[src/rtl/seq_gen_pkg.sv]
// Shared types and constants for the serial pattern transmitter.
package seq_gen_pkg;

    typedef enum logic [1:0] {
        IDLE = 2'd0,
        SEND = 2'd1,
        GAP  = 2'd2,
        DONE = 2'd3
    } seq_gen_state_t;

    localparam logic [3:0] SEQ_PAT_0001 = 4'b0001;
    localparam logic       SEQ_IDLE_LVL = 1'b1;

endpackage

[src/rtl/seq_gen_shifter.sv]
// Pattern shifter: walks bit_idx from PAT_W-1 down to 0 and registers the line bit.
// SEQ_GEN_0001_ERRINJ_EN adds a request to invert the bit 0 being advanced to.
module seq_gen_shifter
    import seq_gen_pkg::*;
#(
    parameter int unsigned      PAT_W   = 4,
    parameter logic [PAT_W-1:0] PATTERN = SEQ_PAT_0001
) (
    input  logic clk,
    input  logic rst,
    input  logic load_i,
    input  logic advance_i,
    input  logic clear_i,
`ifdef SEQ_GEN_0001_ERRINJ_EN
    input  logic flip_i,
    output logic flip_used_c,
`endif
    output logic bit_o,
    output logic last_o
);

    localparam int unsigned IDX_W = $clog2(PAT_W);

    logic [IDX_W-1:0] idx_q, idx_d, nxt_idx;
    logic             bit_q, bit_d;
    logic             last_q, last_d;
    logic             flip;

    always_ff @(posedge clk) begin
        if (rst) begin
            idx_q  <= '0;
            bit_q  <= SEQ_IDLE_LVL;
            last_q <= 1'b0;
        end else begin
            idx_q  <= idx_d;
            bit_q  <= bit_d;
            last_q <= last_d;
        end
    end

    // Clear parks the line at idle level; load/advance select the next pattern bit.
    always_comb begin
        idx_d   = idx_q;
        bit_d   = bit_q;
        last_d  = last_q;
        nxt_idx = idx_q - IDX_W'(1);
        flip    = 1'b0;
`ifdef SEQ_GEN_0001_ERRINJ_EN
        flip        = flip_i && (nxt_idx == '0);
        flip_used_c = 1'b0;
`endif
        if (clear_i) begin
            idx_d  = '0;
            bit_d  = SEQ_IDLE_LVL;
            last_d = 1'b0;
        end else if (load_i) begin
            idx_d  = IDX_W'(PAT_W - 1);
            bit_d  = PATTERN[PAT_W-1];
            last_d = 1'b0;
        end else if (advance_i && (idx_q != '0)) begin
            idx_d  = nxt_idx;
            bit_d  = PATTERN[nxt_idx] ^ flip;
            last_d = (nxt_idx == '0);
`ifdef SEQ_GEN_0001_ERRINJ_EN
            flip_used_c = flip;
`endif
        end
    end

    assign bit_o  = bit_q;
    assign last_o = last_q;

endmodule

[src/rtl/seq_gen_0001.sv]
// Serial pattern transmitter: sends N frames of PATTERN MSB first with idle-high gaps.
// Optional feature macro: SEQ_GEN_0001_ERRINJ_EN (adds err_inj one-shot bit-0 inversion).
module seq_gen_0001
    import seq_gen_pkg::*;
#(
    parameter int unsigned      PAT_W   = 4,
    parameter logic [PAT_W-1:0] PATTERN = SEQ_PAT_0001,
    parameter int unsigned      CNT_W   = 8,
    parameter int unsigned      GAP_W   = 4
) (
    input  logic             clk,
    input  logic             rst,
    input  logic             req_valid,
    output logic             req_ready,
    input  logic [CNT_W-1:0] req_frames,
    input  logic [GAP_W-1:0] req_gap,
    input  logic             abort,
`ifdef SEQ_GEN_0001_ERRINJ_EN
    input  logic             err_inj,
`endif
    output logic             out,
    output logic             busy,
    output logic             done,
    output logic             frame_strobe
);

    seq_gen_state_t   state_q, state_d;
    logic [CNT_W-1:0] frames_left_q, frames_left_d;
    logic [GAP_W-1:0] gap_len_q, gap_len_d;
    logic [GAP_W-1:0] gap_cnt_q, gap_cnt_d;
    logic             busy_q, busy_d;
    logic             done_q, done_d;
    logic             req_ready_q, req_ready_d;
    logic             sh_load, sh_adv, sh_clear;
    logic             sh_bit, sh_last;
    logic             hs;

    assign hs = req_valid && req_ready_q;

`ifdef SEQ_GEN_0001_ERRINJ_EN
    logic inj_armed_q, inj_eff, flip_used;

    // A pulse arriving while a bit 0 is being loaded is applied immediately.
    assign inj_eff = inj_armed_q | err_inj;

    always_ff @(posedge clk) begin
        if (rst) inj_armed_q <= 1'b0;
        else     inj_armed_q <= inj_eff & ~flip_used;
    end
`endif

    always_ff @(posedge clk) begin
        if (rst) begin
            state_q       <= IDLE;
            frames_left_q <= '0;
            gap_len_q     <= '0;
            gap_cnt_q     <= '0;
            busy_q        <= 1'b0;
            done_q        <= 1'b0;
            req_ready_q   <= 1'b1;
        end else begin
            state_q       <= state_d;
            frames_left_q <= frames_left_d;
            gap_len_q     <= gap_len_d;
            gap_cnt_q     <= gap_cnt_d;
            busy_q        <= busy_d;
            done_q        <= done_d;
            req_ready_q   <= req_ready_d;
        end
    end

    // Next state and counters; sh_last marks the cycle bit 0 is on the line.
    always_comb begin
        state_d       = state_q;
        frames_left_d = frames_left_q;
        gap_len_d     = gap_len_q;
        gap_cnt_d     = gap_cnt_q;
        unique case (state_q)
            IDLE: begin
                if (hs) begin
                    frames_left_d = req_frames;
                    gap_len_d     = req_gap;
                    state_d       = (req_frames == '0) ? DONE : SEND;
                end
            end
            SEND: begin
                if (abort) begin
                    state_d = DONE;
                end else if (sh_last) begin
                    if (frames_left_q != '0) frames_left_d = frames_left_q - CNT_W'(1);
                    if (frames_left_q <= CNT_W'(1)) begin
                        state_d = DONE;
                    end else if (gap_len_q != '0) begin
                        state_d   = GAP;
                        gap_cnt_d = gap_len_q;
                    end
                end
            end
            GAP: begin
                if (abort) begin
                    state_d = DONE;
                end else begin
                    if (gap_cnt_q != '0) gap_cnt_d = gap_cnt_q - GAP_W'(1);
                    if (gap_cnt_q <= GAP_W'(1)) state_d = SEND;
                end
            end
            DONE:    state_d = IDLE;
            default: state_d = IDLE;
        endcase
    end

    // Output look-ahead: registered outputs follow the state being entered.
    always_comb begin
        sh_clear    = (state_d != SEND);
        sh_load     = (state_d == SEND) && ((state_q != SEND) || sh_last);
        sh_adv      = (state_d == SEND) && (state_q == SEND) && !sh_last;
        busy_d      = (state_d == SEND) || (state_d == GAP);
        done_d      = (state_d == DONE);
        req_ready_d = (state_d == IDLE);
    end

    seq_gen_shifter #(
        .PAT_W   (PAT_W),
        .PATTERN (PATTERN)
    ) u_shifter (
        .clk         (clk),
        .rst         (rst),
        .load_i      (sh_load),
        .advance_i   (sh_adv),
        .clear_i     (sh_clear),
`ifdef SEQ_GEN_0001_ERRINJ_EN
        .flip_i      (inj_eff),
        .flip_used_c (flip_used),
`endif
        .bit_o       (sh_bit),
        .last_o      (sh_last)
    );

    assign out          = sh_bit;
    assign frame_strobe = sh_last;
    assign busy         = busy_q;
    assign done         = done_q;
    assign req_ready    = req_ready_q;

endmodule

[config.mk]
export PLATFORM = sky130hd
export DESIGN_NAME = seq_gen_0001
export DESIGN_NICKNAME = d
export VERILOG_FILES = /design/src/rtl/seq_gen_pkg.sv /design/src/rtl/seq_gen_shifter.sv /design/src/rtl/seq_gen_0001.sv
export SDC_FILE = /design/constraint.sdc
export NUM_CORES = 1
export LEC_CHECK = 0
export BUFFER_PORTS_ARGS = -buffer_cell sky130_fd_sc_hd__buf_2
export CORE_ASPECT_RATIO = 1.4
export CORE_MARGIN = 10
export CORE_UTILIZATION = 40
export CTS_BUF_LIST = sky130_fd_sc_hd__clkbuf_8
export DETAILED_ROUTE_END_ITERATION = 10
export GPL_TIMING_DRIVEN = 0
export PLACE_DENSITY = 0.7
export SYNTH_ARGS = -nofsm -noshare
export SYNTH_HDL_FRONTEND = slang
export SYNTH_SLANG_ARGS = --single-unit
[constraint.sdc]
create_clock -name clk -period 5.3 [get_ports clk]
set_input_delay 0.53 -clock clk [delete_from_list [all_inputs] [get_ports clk]]
set_output_delay 0.53 -clock clk [all_outputs]
set_load 0.01 [all_outputs]
== Yosys cells after proc, flatten, opt, wreduce, memory -nomap -nowiden ==
Cells that the tools add are included.

* Bits in registers: 25
* Input port bits: 16
* Output and inout port bits: 5
* Logic and storage cells: 83

* Add/sub/neg operators: 3
* Order comparisons: 3
* Eq/ne operators: 16
* Multiplexer cells: 27
* Reduce and logical (&&, ||, !) cells: 24

{| class="wikitable"
|+ Operators with widths
! cell !! number
|-
| $mux 8 || 4
|-
| $mux 4 || 6
|-
| $mux 2 || 10
|-
| $pmux 8 s2 || 1
|-
| $ne 2x2->1 const B || 7
|-
| $eq 2x2->1 const B || 4
|-
| $le 8x1->1 const B || 1
|-
| $logic_not 8->1 || 1
|-
| $pmux 2 s4 || 1
|-
| $pmux 4 s2 || 1
|-
| $reduce_bool 2->1 || 4
|-
| $reduce_bool 4->1 || 2
|-
| $reduce_bool 8->1 || 1
|-
| $sub 8x1->8 const B || 1
|-
| $reduce_and 7->1 || 1
|-
| $logic_not 2->1 || 3
|-
| $ne 2x1->1 const B || 3
|-
| $logic_and 1x1->1 || 5
|-
| $reduce_and 5->1 || 1
|-
| $eq 2x1->1 const B || 2
|-
| $le 4x1->1 const B || 1
|-
| $sub 4x1->4 const B || 1
|-
| $lt 2x3->1 const B || 1
|-
| $mux 1 || 3
|-
| other kinds (7) || 8
|}

== Depth between registers and ports, before layout ==
Gate-level depths: netlist of run 1.

* Depth after elaboration: 12
* Depth in mapped cells: 10
* Depth with buffers taken out: 10

== By module ==
From an unflattened synthesis of run 1, not the netlist that was laid out.

* Cell total of the unflattened synthesis: 188
* Area total of the unflattened synthesis: 1,622.8 µm²

{| class="wikitable"
|+ By module, submodules not included
! module !! instances !! cells an instance !! area each (µm²) !! sequential area each (µm²)
|-
| seq_gen_0001 || 1 || 169 || 1,410.1 || 420.4
|-
| seq_gen_shifter || 1 || 19 || 212.7 || 80.1
|}

== Worst setup path before layout of run 1 ==
Ideal clock, no wire load.

* Kind: input to register
* Start: input port req_valid
* End: register req_ready_q (netlist: req_ready)
* Setup time: 123 ps
* Arrival time: 1,745 ps
* Data required time: 5,177 ps
* Slack: 3,432 ps
* Stages: 6
* Buffers on the path: 1
* Cell sequence: and4bb_2 -> buf_2 -> nand3_1 -> and3b_1 -> ha_1 -> or2_2

* Longest elaborated chain between the ends: 4

{| class="wikitable"
|+ RTL lines
! what !! RTL line !! RTL
|-
| start: declaration || seq_gen_0001.sv:13 || <nowiki>input logic req_valid,</nowiki>
|-
| $logic_and 1x1->1 || seq_gen_0001.sv:38 || <nowiki>assign hs = req_valid && req_ready_q;</nowiki>
|-
| $mux 2 || seq_gen_0001.sv:80 || <nowiki>if (hs) begin</nowiki>
|-
| $pmux 2 s4 || seq_gen_0001.sv:78 || <nowiki>unique case (state_q)</nowiki>
|-
| $logic_not 2->1 || seq_gen_0001.sv:119 || <nowiki>req_ready_d = (state_d == IDLE);</nowiki>
|-
| named net req_ready_d || seq_gen_0001.sv:33 || <nowiki>logic req_ready_q, req_ready_d;</nowiki>
|-
| end signal: assignment || seq_gen_0001.sv:68 || <nowiki>req_ready_q <= req_ready_d;</nowiki>
|-
| end: declaration || seq_gen_0001.sv:33 ||
|}

The timed path passes the listed nets, and every way through them passes these cells.
A chain may end at the register's enable or synchronous reset.

== Final worst setup path of run 1 ==
* Start: register frames_left_q[0]
* End: register u_shifter.last_q (netlist: u_shifter.last_o)

* Longest elaborated chain between the ends: 9
* Elaborated cells between the ends (all ways): 12
* Classes of those cells: order compare (1); eq/ne (2); mux (4); reduce/logical (5)

{| class="wikitable"
|+ RTL lines
! what !! RTL line !! RTL
|-
| start: declaration || seq_gen_0001.sv:28 || <nowiki>logic [CNT_W-1:0] frames_left_q, frames_left_d;</nowiki>
|-
| start signal: assignment || seq_gen_0001.sv:63 || <nowiki>frames_left_q <= frames_left_d;</nowiki>
|-
| $le 8x1->1 (*) || seq_gen_0001.sv:91 || <nowiki>if (frames_left_q <= CNT_W'(1)) begin</nowiki>
|-
| $mux 2 (*) || seq_gen_0001.sv:91 ||
|-
| $mux 2 (*) || seq_gen_0001.sv:89 || <nowiki>end else if (sh_last) begin</nowiki>
|-
| $mux 2 (*) || seq_gen_0001.sv:87 || <nowiki>if (abort) begin</nowiki>
|-
| $pmux 2 s4 (*) || seq_gen_0001.sv:78 ||
|-
| $eq 2x1->1 || seq_gen_0001.sv:115, seq_gen_0001.sv:116 ||
|-
| $logic_and 1x1->1 (2 in a row) || seq_gen_0001.sv:116 || <nowiki>sh_adv = (state_d == SEND) && (state_q == SEND) && !sh_last;</nowiki>
|-
| $logic_and 1x1->1 || seq_gen_shifter.sv:60 || <nowiki>end else if (advance_i && (idx_q != '0)) begin</nowiki>
|-
| end signal: assignment || seq_gen_shifter.sv:37 || <nowiki>last_q <= last_d;</nowiki>
|-
| end: declaration || seq_gen_shifter.sv:26 || <nowiki>logic last_q, last_d;</nowiki>
|}

Mark *: on every way between the ends. The rest lies on a longest branch, timed or not.

==> results.py, run 1 <==
metrics = {
    "timing": {
        "rsz0062_at_grt": "false",
        "fin_ws_ns": 3.24,
        "maxSlewHeadroom": 0.660,
        "fin_crit_sh": 0.388,
        "worstMarginPinSlew_ns": 0.511,
        "max_clock_freq_mhz": 486,
        "hold_violations": 0,
        "fin_setup_tns_ns": 0,
        "skew_ns": 0.00288,
        "layout_min_cycle_time_ns": 2.06,
        "setup_violations": 0,
        "maxSlewViolCount": 0,
    },
    "hold_path": {
        "hold_path.class": "in2reg",
    },
    "placed_design": {
        "dp_slack_ns": 3.20,
        "placed_cells": 240,
        "dp.final_hpwl_mm": 2.54,
        "place_congestion": 0.864,
        "numPortBuffers": 20,
    },
    "logic_synthesis": {
        "netlist_area_sq_um": 1480,
        "synth-simple-area-share": 0.235,
        "postSynthCellCount": 178,
        "synth_fa_ha_area_frac": 0.0927,
        "synthMuxAreaShare": 0.0422,
        "synth_top_area_cell": "dfxtp_1",
        "synth-async-reset-ratio": 0,
        "synth_top_family_by_area": "simple AND/OR/NAND/NOR gates",
        "synth_xor_area_frac": 0.00590,
        "synth_common_cells": "dfxtp_1, nor2_1, nand2_1, a21oi_1",
        "syn_nets": 205,
        "synth_edf_count": 0,
        "synth_area_per_cell_sq_um": 8.34,
        "synth_top_area_frac": 0.337,
        "synth_compound_area_frac": 0.234,
        "synth_seq_cells": 25,
        "yosysUniqueCellTypes": 44,
        "yosys_warnings": 0,
        "ys.flop_type": "dfxtp_1",
        "synth.area.top_cells": "dfxtp_1, ha_1, nor2_1",
        "yosysSeqAreaShare": 0.337,
        "yosysMostFrequentCell": "dfxtp_1",
    },
    "run_status": {
        "status": "complete, no violations",
    },
    "layout": {
        "drive_above_1_share": 0.198,
        "nets": 230,
        "fin_cells": 244,
        "area_growth_pct": 13.3,
        "n_fill_cell": 364,
        "diodes": 0,
        "final_core_util": 0.466,
    },
    "die": {
        "die_h_um": 92.1,
        "start_util": 0.411,
        "boundaryPins": 21,
        "core-area_sq_um": 3610,
        "die_area_sq_um": 6580,
        "num_rows": 26,
        "die_w_um": 71.5,
    },
    "critical_path": {
        "reg2reg_slack_ns": 3.24,
        "cp.arrival_ns": 2.24,
        "r2r_end": "u_shifter.last_o",
        "reg2reg_depth": 9,
        "critPathLaunchType": "register",
        "endpoint_kind": "register",
        "crit_required_ns": 5.48,
        "critPathLaunch": "frames_left_q[0]",
        "critical_path.endpoint": "u_shifter.last_o",
        "crit_type": "reg2reg",
        "cp_max_fo": 4,
        "reg2reg_from": "frames_left_q[0]",
    },
    "clock_network": {
        "cts-htree-levels": 1,
        "postCtsSetupBuffers": 0,
        "clockRootBuffer": "clkbuf_8",
        "cts_tree": "done",
        "clockBufferDepth": 2,
        "clkTransAtPathRegs_ns": 0.08,
        "cts_hold_buf": 0,
        "post_cts_resized": 0,
        "insertion_delay_ns": 0.27,
        "numCtsBuffers": 3,
        "cts.sinks": 25,
    },
    "route": {
        "firstDrtPassIters": 4,
        "wirelength_mm": 3.21,
        "route.detailed.drc": 0,
        "wl_per_cell_um": 13.2,
        "first_iter_violations": 33,
        "drt.antenna.violating_nets": 0,
        "vias": 1317,
        "via_per_inst": 5.40,
    },
    "global_route": {
        "antenna_found_initial": 0,
        "grt_max_degree": 14,
        "grt_pass1_wl_mm": 5.82,
        "grt_pass1_vias": 1335,
        "overflow": 0,
        "gr-usage-all-layers": 0.105,
    },
    "power": {
        "powerDensity_nw_per_um2": 312,
        "total_power_w": 0.000524,
        "max-vdd-ir-drop_uv": 181,
        "power.leakage_nw": 0.687,
    },
    "flow_run": {
        "drv_cap": 0,
    },
}
-- stage by stage --
stage | hold slack [ns] | cell area (sq um)
2_1_floorplan | 0.472 | 1480
3_3_place_gp | 0.487 | 1640
4_1_cts | 0.474 | 1680
5_1_grt | 0.478 | 1680
6_report | 0.476 | 1680
3_5_place_dp | 0.494 | 1640
-- worst max-delay path: stages, from the launching register on --
cell	delay [ns]
dfxtp_1	0.38
inv_1	0.09
ha_1	0.24
or2_1	0.24
nand3_1	0.09
a31oi_1	0.08
and3b_1	0.30
ha_1	0.17
nand2b_1	0.11
nor4bb_1	0.27
-- cells by family (layout without fill, tap and decap cells) --
group	after synthesis	count (layout)
mux	6	6
buf+inv	18	42
xor+xnor	1	1
fa+ha+maj	11	11
compound gates	50	50
flops	25	25
simple gates	67	67
-- where the power goes --
group          internal (W)  total [W]  switching [W]  leakage (nW)
Sequential         0.000210   0.000230      0.0000196         0.205
Combinational     0.0000786   0.000185       0.000106         0.455
Clock             0.0000518   0.000110      0.0000578        0.0269
-- worst min path at each step --
stage / startpoint / endpoint / slack (ns) / cells after the start
finish: rst / done / 0.48 / 2
global route: rst / done / 0.48 / 2
CTS: rst / done / 0.47 / 2
detailed placement: gap_cnt_q[3] / gap_cnt_q[3] / 0.49 / 2
global placement: gap_cnt_q[3] / gap_cnt_q[3] / 0.49 / 2
floorplan: gap_cnt_q[3] / gap_cnt_q[3] / 0.47 / 2
-- layout make-up --
cell class | count | area, sq um | share of cell area
Multi-Input combinational cell | 135 | 905 | 0.538
Sequential cell | 25 | 500 | 0.298
Timing Repair Buffer | 20 | 100 | 0.0595
Tap cell | 42 | 52.6 | 0.0313
Clock buffer | 3 | 41.3 | 0.0246
Inverter | 11 | 41.3 | 0.0246
Buffer | 7 | 37.5 | 0.0223
Clock inverter | 1 | 3.75 | 0.00223
-- cells in the final DEF, fill, tap and decap left out, types with 4 or more instances in the layout --
| cell | count |
|---|---|
| dfxtp_1 | 25 |
| inv_1 | 12 |
| nor2_1 | 21 |
| mux2i_1 | 4 |
| ha_1 | 11 |
| a21oi_1 | 12 |
| o21ai_1 | 5 |
| nand2b_1 | 4 |
| a211oi_1 | 4 |
| o21ai_0 | 10 |
| buf_2 | 23 |
| nand2_1 | 15 |
| nand3_1 | 7 |
-- metal layers --
layer	vias to the layer above	track usage	routed length (um)
li1	677	-	-
met1	605	0.119	1470
met2	28	0.175	1530
met3	7	0.0280	143
met4	0	0.0518	70
met5	-	0	0
-- sequential cells by signal, indices dropped and copies added (netlist names) --
name,cells
busy,1
done,1
frames_left_q,8
gap_cnt_q,4
gap_len_q,4
req_ready,1
state_q,2
u_shifter.bit_o,1
u_shifter.idx_q,2
u_shifter.last_o,1
(Power assumes the default switching activity.)
==> run 2, diff against run 1 <==
- clock period: 5.3 -> 1.93 ns (I/O delays scaled with it)
==> run 2 against run 1 <==
Compared with the run above: clock skew about the same; critical endpoint is now gap_cnt_q[0]; highest routed layer unchanged; register-to-register slack worse by 3.2 ns; clock power rose to 2.7 times the previous value; utilization up 3.5 points; sequential power rose to 2.8 times the previous value; flip-flop and latch count unchanged; power rose to 2.9 times the previous value; design area up 7.5%; largest power group unchanged; worst setup slack worse by 3.2 ns; maximum frequency up 11%; die area unchanged.
==> results.py, run 2 (synthesis gave the netlist of run 1 again) <==
metrics = {
    "global_route": {
        "grt_pass1_wl_mm": 5.82,
        "gr-usage-all-layers": 0.105,
        "antenna_found_initial": 0,
        "overflow": 0,
        "grt_pass1_vias": 1339,
        "grt_max_degree": 14,
    },
    "die": {
        "die_h_um": 92.1,
        "boundaryPins": 21,
        "core-area_sq_um": 3610,
        "start_util": 0.411,
        "die_w_um": 71.5,
        "num_rows": 26,
        "die_area_sq_um": 6580,
    },
    "layout": {
        "area_growth_pct": 21.8,
        "diodes": 0,
        "regMostFlops": "frames_left_q",
        "stdcell_area_sq_um": 1810,
        "largest_reg_flops": 8,
        "n_fill_cell": 349,
        "top_regs": "frames_left_q (8), gap_cnt_q (4), gap_len_q (4)",
        "final_core_util": 0.501,
        "mostFrequentLayoutCells": "nor2_1, buf_2, dfxtp_1, nand2_1, a21oi_1",
        "fin_cells": 248,
        "drive_above_1_share": 0.282,
        "nets": 234,
    },
    "placed_design": {
        "dp.final_hpwl_mm": 2.54,
        "place_area_sq_um": 1640,
        "placed_cells": 240,
        "place_congestion": 0.864,
        "numPortBuffers": 20,
    },
    "clock_network": {
        "cts_tree": "done",
        "insertion_delay_ns": 0.26,
        "clockRootBuffer": "clkbuf_8",
        "clockBufferDepth": 2,
        "cts-htree-levels": 1,
        "cts.sinks": 25,
        "numCtsBuffers": 3,
        "clkTransAtPathRegs_ns": 0.08,
        "cts_hold_buf": 0,
    },
    "route": {
        "first_iter_violations": 51,
        "wirelength_mm": 3.33,
        "drt.antenna.violating_nets": 0,
        "route.detailed.drc": 0,
        "wl_per_cell_um": 13.4,
        "vias": 1354,
        "firstDrtPassIters": 4,
        "via_per_inst": 5.46,
    },
    "critical_path": {
        "endpoint_kind": "register",
        "critPathLaunch": "frames_left_q[0]",
        "cpMaxStageDelayCell": "dfxtp_2",
        "cp.depth": 8,
        "crit_type": "reg2reg",
        "worst_path_dominant_cell_family": "compound AO/OA/AOI/OAI gates",
        "cp_num_buf_inv": 2,
        "critPathLaunchType": "register",
        "reg2reg_depth": 8,
        "path_cells": "inv_2 -> ha_2 -> or2_1 -> buf_4 -> a311oi_4 -> o221ai_4 -> a211o_1 -> a21oi_2",
        "crit_required_ns": 2.13,
        "cpPeakStageDelay_ns": 0.37,
        "cp.arrival_ns": 2.05,
        "reg2reg_from": "frames_left_q[0]",
        "cp_max_fo": 7,
    },
    "timing": {
        "maxSlewViolCount": 0,
        "setup_violations": 0,
        "skew_ns": 0.00295,
        "fin_crit_sh": 0.960,
        "maxSlewHeadroom": 0.655,
        "hold_violations": 0,
        "max_clock_freq_mhz": 540,
        "worstMarginPinSlew_ns": 0.518,
        "worst_hold_slack_ns": 0.153,
        "rsz0062_at_grt": "true",
        "layout_min_cycle_time_ns": 1.85,
        "fin_setup_tns_ns": 0,
    },
    "hold_path": {
        "hold_path.class": "in2reg",
        "holdPathStages": 2,
        "hp-start": "rst",
    },
    "flow_run": {
        "drv_cap": 0,
    },
    "run_status": {
        "status": "complete, no violations",
    },
    "power": {
        "power.leakage_nw": 0.736,
        "powerDensity_nw_per_um2": 855,
        "max-vdd-ir-drop_uv": 474,
    },
}
[run 2: path summary, 6_finish.rpt]
kind	end	slack, ns
min reg2reg	gap_cnt_q[3]	0.50
max reg2reg	gap_cnt_q[0]	0.08
max	gap_cnt_q[0]	0.08
min	done	0.15
[run 2: worst register-to-register path, stage by stage (launching register included)]
cell	delay, ns
dfxtp_2	0.37
inv_2	0.06
ha_2	0.18
or2_1	0.23
buf_4	0.15
a311oi_4	0.23
o221ai_4	0.18
a211o_1	0.28
a21oi_2	0.11
[run 2: final cells by class]
class	count	area, sq um	area share
Inverter	11	41.3	0.0228
Clock buffer	3	41.3	0.0228
Buffer	7	46.3	0.0256
Timing Repair Buffer	24	130	0.0720
Sequential cell	25	507	0.280
Tap cell	42	52.6	0.0291
Clock inverter	1	3.75	0.00208
Multi-Input combinational cell	135	986	0.545
[run 2: timing repair]
item / CTS / global route
setup buffers: 2 / 2
pin swaps: 2 / 7
resized for setup: 7 / 18
cloned: 0 / 0
endpoints found under the setup margin: 7 / 8
[run 2: through the flow]
step / total power [W] / worst slack, ns
finish: 0.00155 / 0.0776
global route: 0.00167 / -0.0150
CTS: 0.00148 / -0.00525
detailed placement: 0.00115 / -0.123
global placement: 0.00115 / -0.131
floorplan: 0.00103 / 0.0950
[run 2: metal layers]
layer	GRT usage	wire (um)
met1	0.118	1480
met5	0	0
met2	0.175	1630
met4	0.0518	74
met3	0.0280	146
[run 2: report_power, final]
group          switching, W  total, W  internal (W)
Combinational      0.000328  0.000604      0.000276
Sequential        0.0000643  0.000644      0.000580
Clock              0.000155  0.000298      0.000142
